## src/rtl/pipeline_ctrl_pkg.sv

```systemverilog
// Shared types and widths for the pipeline hazard/stall controller.
// Holds the FSM state enum, the control-word struct and the load-use hazard helper.
package pipeline_ctrl_pkg;

  localparam int MUL_CNT_W   = 4;
  localparam int STALL_CNT_W = 16;
  localparam int REG_W       = 5;

  typedef enum logic [0:0] {
    RUN      = 1'b0,
    MUL_WAIT = 1'b1
  } state_e;

  typedef struct packed {
    logic pc_write;
    logic ifid_write;
    logic if_flush;
    logic idex_write;
    logic idex_bubble;
    logic exmem_bubble;
    logic busy;
  } ctrl_t;

  localparam ctrl_t CTRL_RUN   = '{1'b1, 1'b1, 1'b0, 1'b1, 1'b0, 1'b0, 1'b0};
  localparam ctrl_t CTRL_STALL = '{1'b0, 1'b0, 1'b0, 1'b1, 1'b1, 1'b0, 1'b0};
  localparam ctrl_t CTRL_FLUSH = '{1'b1, 1'b1, 1'b1, 1'b1, 1'b0, 1'b0, 1'b0};
  localparam ctrl_t CTRL_MULW  = '{1'b0, 1'b0, 1'b0, 1'b0, 1'b0, 1'b1, 1'b1};
  localparam ctrl_t CTRL_RESET = '{1'b0, 1'b0, 1'b0, 1'b0, 1'b1, 1'b1, 1'b0};

  // A load into $zero never creates a real dependency, so it cannot stall.
  function automatic logic load_use_hazard(
    input logic             mem_read,
    input logic [REG_W-1:0] ex_rt,
    input logic [REG_W-1:0] id_rs,
    input logic [REG_W-1:0] id_rt
  );
    return mem_read & (ex_rt != {REG_W{1'b0}}) & ((ex_rt == id_rs) | (ex_rt == id_rt));
  endfunction

endpackage

```

## src/rtl/pipeline_ctrl_sat_counter.sv

```systemverilog
// Saturating up-counter with enable and asynchronous active-low clear.
// Once the count reaches all-ones it holds there until cleared.
module sat_counter #(
  parameter int W = 16
) (
  input  logic         clk,
  input  logic         clr_n,
  input  logic         en_i,
  output logic [W-1:0] count_o
);

  logic [W-1:0] count_q;
  logic [W-1:0] count_d;

  // Next count: step only when enabled and not yet saturated.
  always_comb begin
    count_d = count_q;
    if (en_i && (count_q != {W{1'b1}})) begin
      count_d = count_q + W'(1);
    end else begin
      count_d = count_q;
    end
  end

  // Count register with asynchronous clear.
  always_ff @(posedge clk or negedge clr_n) begin
    if (!clr_n) begin
      count_q <= {W{1'b0}};
    end else begin
      count_q <= count_d;
    end
  end

  assign count_o = count_q;

endmodule

```

## src/rtl/pipeline_ctrl.sv

```systemverilog
// Pipeline hazard controller: load-use stall, branch/jump flush and a multi-cycle
// multiply freeze, with zero-latency control outputs and a saturating stall counter.
module pipeline_ctrl
  import pipeline_ctrl_pkg::*;
#(
  parameter int MUL_CYCLES = 4
) (
  input  logic                   clk,
  input  logic                   reset,
  input  logic                   IDEX_MemRead,
  input  logic [REG_W-1:0]       IDEX_Rt,
  input  logic [REG_W-1:0]       IFID_Rs,
  input  logic [REG_W-1:0]       IFID_Rt,
  input  logic                   branch_taken,
  input  logic                   jump,
  input  logic                   mul_start,
  output logic                   PC_write,
  output logic                   IFID_write,
  output logic                   IF_flush,
  output logic                   IDEX_write,
  output logic                   IDEX_bubble,
  output logic                   EXMEM_bubble,
  output logic                   busy,
  output logic [STALL_CNT_W-1:0] stall_count
);

  // Wait counts down to zero inclusive, so the freeze lasts MUL_CYCLES-1 cycles.
  localparam logic [MUL_CNT_W-1:0] MUL_RELOAD = MUL_CNT_W'(MUL_CYCLES - 2);

  state_e               state_q;
  state_e               state_d;
  logic [MUL_CNT_W-1:0] mul_cnt_q;
  logic [MUL_CNT_W-1:0] mul_cnt_d;
  logic                 load_use_s;
  ctrl_t                ctrl_s;

  assign load_use_s = load_use_hazard(IDEX_MemRead, IDEX_Rt, IFID_Rs, IFID_Rt);

  // Next-state logic for the RUN / MUL_WAIT machine and the wait counter.
  always_comb begin
    state_d   = state_q;
    mul_cnt_d = mul_cnt_q;
    case (state_q)
      RUN: begin
        if (mul_start) begin
          state_d   = MUL_WAIT;
          mul_cnt_d = MUL_RELOAD;
        end else begin
          state_d   = RUN;
          mul_cnt_d = mul_cnt_q;
        end
      end
      MUL_WAIT: begin
        if (mul_cnt_q == {MUL_CNT_W{1'b0}}) begin
          state_d   = RUN;
          mul_cnt_d = {MUL_CNT_W{1'b0}};
        end else begin
          state_d   = MUL_WAIT;
          mul_cnt_d = mul_cnt_q - MUL_CNT_W'(1);
        end
      end
      default: begin
        state_d   = RUN;
        mul_cnt_d = {MUL_CNT_W{1'b0}};
      end
    endcase
  end

  // State and wait-counter registers.
  always_ff @(posedge clk or negedge reset) begin
    if (!reset) begin
      state_q   <= RUN;
      mul_cnt_q <= {MUL_CNT_W{1'b0}};
    end else begin
      state_q   <= state_d;
      mul_cnt_q <= mul_cnt_d;
    end
  end

  // Control word; a stall outranks a flush so the held ID instruction is not lost.
  always_comb begin
    ctrl_s = CTRL_RUN;
    if (!reset) begin
      ctrl_s = CTRL_RESET;
    end else if (state_q == MUL_WAIT) begin
      ctrl_s = CTRL_MULW;
    end else if (load_use_s) begin
      ctrl_s = CTRL_STALL;
    end else if (branch_taken || jump) begin
      ctrl_s = CTRL_FLUSH;
    end else begin
      ctrl_s = CTRL_RUN;
    end
  end

  assign PC_write     = ctrl_s.pc_write;
  assign IFID_write   = ctrl_s.ifid_write;
  assign IF_flush     = ctrl_s.if_flush;
  assign IDEX_write   = ctrl_s.idex_write;
  assign IDEX_bubble  = ctrl_s.idex_bubble;
  assign EXMEM_bubble = ctrl_s.exmem_bubble;
  assign busy         = ctrl_s.busy;

  sat_counter #(
    .W(STALL_CNT_W)
  ) u_stall_cnt (
    .clk    (clk),
    .clr_n  (reset),
    .en_i   (~ctrl_s.pc_write),
    .count_o(stall_count)
  );

endmodule

```

## config.mk

```make
export PLATFORM = sky130hd
export DESIGN_NAME = pipeline_ctrl
export DESIGN_NICKNAME = d
export VERILOG_FILES = /design/src/rtl/pipeline_ctrl_pkg.sv /design/src/rtl/pipeline_ctrl_sat_counter.sv /design/src/rtl/pipeline_ctrl.sv
export SDC_FILE = /design/constraint.sdc
export NUM_CORES = 1
export LEC_CHECK = 0
export CORE_UTILIZATION = 47
export CTS_CLUSTER_DIAMETER = 80
export DETAILED_ROUTE_END_ITERATION = 12
export GPL_TIMING_DRIVEN = 0
export PLACE_DENSITY = 0.84
export SKIP_CTS_REPAIR_TIMING = 1
export SYNTH_ARGS = -nofsm -noshare
export SYNTH_HDL_FRONTEND = slang
export SYNTH_SLANG_ARGS = --single-unit
```

## constraint.sdc

```tcl
create_clock -name clk -period 2.55 [get_ports clk]
set_input_delay 0.255 -clock clk [delete_from_list [all_inputs] [get_ports clk]]
set_output_delay 0.255 -clock clk [all_outputs]
set_load 0.02 [all_outputs]
```

==> results.tsv <==
metric	value	unit
cts.path.max_buffers	2	
tritoncts_num_sinks	21	
ir_drop	0.708	mV
grt_max_degree	24	
drv_slew	0	
die_y	52.3	um
postSynthCellCount	123	
final_design_area_no_fill	1710	sq um
place.port_buffers	43	
global_route_wire_length_before_repair	4220	um
end_kind	output port	
via_count_of_the_first_global_routing_pass	1011	
clock_latency	290	ps
setup-violations-final	0	
final_period_minus_worst_setup_slack	2410	ps
wl_per_cell	13.8	um
critPathKind	input pin to output port	
share_comb_of_total_power	48.3	%
worstHoldPathType	register to register	
post_dp_cell_area	1660	sq um
worst_path_max_stage_delay	570	ps
clock_tree.htree_level_count	1	
ys_types	34	
floorplan.die_area	2740	sq um
floorplan.initialDensity	51.8	%
overflow	0	
die_span_x	52.3	um
routed_wirelength	2740	um
synth_edf_count	0	
hpwlAfterDp	2130	um
num_rows	17	
detail-route-antenna-nets	0	
synthToLayoutAreaGrowth	43.5	%
gr-usage-met2	39.0	%
synth-async-reset-ratio	100	%
setup_repair_after_global_routing_missed_its_margin	no	
met1_usage	24.7	%
fp.coreArea	2300	sq um
synth_fp_nets	145	
critPathLaunchType	input pin	
top_usage_layer	met2	
detailed_route_vias_per_instance	5.40	
critical_path.max_fanout	10	
drc_errors	0	
dr_total_vias	1074	
drt_iter0_drc	23	
timing.critical_path.required	2300	ps
final_common_cell	sky130_fd_sc_hd__clkdlybuf4s50_1	
antenna_violations_before_repair	0	
period_share	94.4	%
power.density_cell_area	769	nW/um^2
commonest_cells_after_routing_fill_and_taps_aside	sky130_fd_sc_hd__clkdlybuf4s50_1, sky130_fd_sc_hd__dfrtp_1, sky130_fd_sc_hd__xnor2_1	
internal-power	0.000800	W
worstPathArrival	2150	ps
synth.ff_latch_count	21	
tritoncts	done	
finalWeightedCongestion	0.842	
clock.fmax	416	MHz
grt_usage	21.1	%
final.setup.tns	0	ps
total_leakage_power	0.752	nW
synth_seq_area_share	44.2	%
seq_power_share	39.6	%
worst_path_max_delay_cell	sky130_fd_sc_hd__clkdlybuf4s50_1	
tightest_slew	925	ps
worst_clock_skew	1.35	ps
synth-main-ff-cell	sky130_fd_sc_hd__dfrtp_1	
max-slew-margin-rel	38.1	%
grtUsageMet3	1.16	%
clock_pin_slew_on_the_worst_setup_and_hold_paths	120	ps
post_route_cells_drive_above_1_share	9.94	%
worstPathCellList	clkdlybuf4s50_1, xnor2_2, nand3_1, o22ai_2, a31o_1, buf_6, buf_6, inv_1, buf_4, dlymetal6s2s_1	
drv.max_cap_violation_count	0	
postSynthAreaPerCell	9.67	sq um
drt-pass1-iter-count	4	
layout.nets	194	
fillers	173	
outcome	complete, no violations	
hold_viol	0	
antennaDiodeCount	0	
crit_top_cell	sky130_fd_sc_hd__buf_6	
floorplan.io_pins	44	
clock_share_of_power	12.1	%
total_switching_power	0.000514	W
post_synth_instance_area	1190	sq um
power.switching_fraction	39.1	%
cts-buffers-inserted	3	
synthesis.yosys.warnings	0	
cts-root-buf	sky130_fd_sc_hd__clkbuf_4	
-- routing by layer --
layer | vias to the layer above | part of all wire (%)
li1 | 523 | -
met1 | 519 | 43
met2 | 30 | 52
met3 | 2 | 3.5
met4 | 0 | 0.99
met5 | - | 0
-- sequential cells by signal (all words and copies together), names as in the netlist --
signal	count
u_stall_cnt.count_o	16
state_q	1
mul_cnt_q	4
-- stage by stage --
| step | hold WS [ps] | setup WS, ps | cells | power [W] | utilization (%) |
|---|---|---|---|---|---|
| final | 494 | 143 | 199 | 0.00131 | 74.3 |
| after global routing | 519 | 13.2 | 199 | 0.00139 | 74.3 |
| after CTS | 503 | -642 | 198 | 0.00132 | 73.2 |
| after detailed placement | 484 | -641 | 194 | 0.00116 | 72.1 |
| after global placement | 480 | -595 | 194 | 0.00113 | 72.1 |
| after floorplan | -40.6 | 777 | 123 | 0.000880 | - |
-- cell usage after synthesis, types with 2 or more instances --
library cell,instances,share of area [%]
sky130_fd_sc_hd__and3_1,2,1.1
sky130_fd_sc_hd__xnor2_1,21,15
sky130_fd_sc_hd__nand2_1,10,3.2
sky130_fd_sc_hd__nor2_1,14,4.4
sky130_fd_sc_hd__nand3b_1,3,1.9
sky130_fd_sc_hd__buf_6,2,1.9
sky130_fd_sc_hd__a31oi_1,4,2.1
sky130_fd_sc_hd__nand3_1,11,4.6
sky130_fd_sc_hd__dfrtp_1,21,44
sky130_fd_sc_hd__o21ai_0,3,1.3
sky130_fd_sc_hd__inv_1,6,1.9
sky130_fd_sc_hd__nand4_1,4,2.1
-- worst max-delay path: cells and delay by family --
family,cells,cell delay (ps)
and+or+nand+nor,1,120
xor gates and xnor gates,1,150
AOI/OAI and AO/OA,2,380
buffers and inverters,6,1240
-- power groups by stage --
stage	sequential, W	combinational (W)	clock, W
floorplan	0.000576	0.000304	0
global placement	0.000517	0.000613	0
detailed placement	0.000524	0.000634	0
CTS	0.000518	0.000637	0.000162
global route	0.000530	0.000680	0.000181
finish	0.000520	0.000634	0.000159
-- final cells by class --
type                            instances  area, sq um  share of cell area, %
Buffer                                  4         35.0                   2.05
Clock buffer                            4         26.3                   1.54
Inverter                                6         22.5                   1.32
Multi-Input combinational cell         92          621                   36.3
Sequential cell                        21          526                   30.8
Tap cell                               28         35.0                   2.05
Timing Repair Buffer                   44          443                   25.9
-- cell families (layout without fill, tap and decap cells) --
kind of cell | count (synthesis) | count (layout) | share of synthesized area [%]
buffers and inverters | 10 | 58 | 4.84
muxes | 2 | 2 | 2.21
and+or+nand+nor | 52 | 52 | 22.8
adders and majority gates | 1 | 1 | 1.05
xor gates and xnor gates | 22 | 22 | 16.2
AOI/OAI and AO/OA | 15 | 15 | 8.73
DFF | 21 | 21 | 44.2
-- path summary, 6_finish.rpt --
path	startpoint	to	slack [ps]	cells past startpoint
max	IDEX_Rt[2]	PC_write	140	10
min	u_stall_cnt.count_o[9]	u_stall_cnt.count_o[9]	490	1
max reg2reg	u_stall_cnt.count_o[0]	u_stall_cnt.count_o[1]	800	6
min reg2reg	u_stall_cnt.count_o[9]	u_stall_cnt.count_o[9]	490	1
min in group asynchronous	reset	state_q	670	2
max in group asynchronous	reset	mul_cnt_q[3]	1320	2
No activity file was read; power rests on OpenSTA's default activity.
==> patch 1: new RTL, config.mk and constraints unchanged <==
Set the package constant `REG_W` to 7 (it was 5).
--- a/src/rtl/pipeline_ctrl_pkg.sv
+++ b/src/rtl/pipeline_ctrl_pkg.sv
@@ -4,7 +4,7 @@
 
   localparam int MUL_CNT_W   = 4;
   localparam int STALL_CNT_W = 16;
-  localparam int REG_W       = 5;
+  localparam int REG_W       = 7;
 
   typedef enum logic [0:0] {
     RUN      = 1'b0,
Ports: changed (resized IDEX_Rt, IFID_Rs and IFID_Rt); port bits go from 44 to 50. No check against the original RTL was run, so the function may have changed too.
==> patch 1 against the original RTL <==
- final area increased by 10%
- sequential share of layout area fell by 2.9 points
- fmax rose by 4.4%
- routed wire length up 17%
- utilization decreased by 0.26 points
- sequential cell count unchanged
- non-clock buffer count rose by 9
- register-to-register slack lost 0.37 ns
- setup slack better by 0.10 ns
- synthesized area rose by 9.4%
- clock skew is 0.0019 ns higher
- sequential power is 23% higher
- total power is 35% higher
- combinational power increased by 55%
==> patch 1: results <==
global_route:
  met3_usage_pct: 3.333
  use_met2_pct: 44.78
  grt_max_degree: 25
  grt_pass1_wl_um: 4816
worst_setup_path:
  crit_start: "IDEX_Rt[3]"
  timing.critical_path.slowest_cell_delay_ns: 0.48
  arrival_ns: 2.05
yosys:
  avgSynthCellArea_um2: 10.01
  syn_nets: 158
finish:
  fillerInstances: 206
  drive_above_1_share_pct: 11.83
  finalInstanceArea_mm2: 0.001886
hold_path:
  hp-start: "u_stall_cnt.count_o[6]$_DFFE_PN0P_"
  min_delay_worst_endpoint: "u_stall_cnt.count_o[6]$_DFFE_PN0P_"
drt:
  wl_met3_um: 276
  vias: 1179
  routed-wl-met2_um: 1715
timing:
  fin_crit_sh_pct: 90.38
  whs_ns: 0.5247
power:
  power.leakage_nw: 0.8096
  powerComb_uw: 983
  powerDensity_mw_per_mm2: 943.0
outcome:
  status: "completed"
place:
  io_buffers: 49
  gp_congestion: 0.8232
[patch 1: cell count changes after synthesis, sizes merged, moves of 4 or more]
cell	delta
xor2	+11
nor3	+7
xnor2	-7
nor2	-5
nor4	+5
nand3	-4
[patch 1: cell families (layout without fill, tap and decap cells)]
kind of cell | after synthesis | in the layout | synth area share [%]
adder cells (fa/ha/maj) | 1 | 1 | 0.9614
XOR/XNOR | 26 | 26 | 17.50
multiplexers | 2 | 2 | 1.731
AND/OR/NAND/NOR | 55 | 55 | 25.39
flip-flops | 21 | 21 | 40.38
buffers and inverters | 9 | 65 | 4.711
AO/OA/AOI/OAI | 16 | 16 | 9.328
[patch 1: layout make-up]
| type | instances | share of cell area, % |
|---|---|---|
| buffer | 5 | 2.455 |
| clock buffer | 4 | 1.393 |
| inverter | 4 | 0.7963 |
| multi-input combinational | 100 | 37.89 |
| sequential | 21 | 27.87 |
| tap | 30 | 1.991 |
| timing repair buffer | 52 | 27.60 |
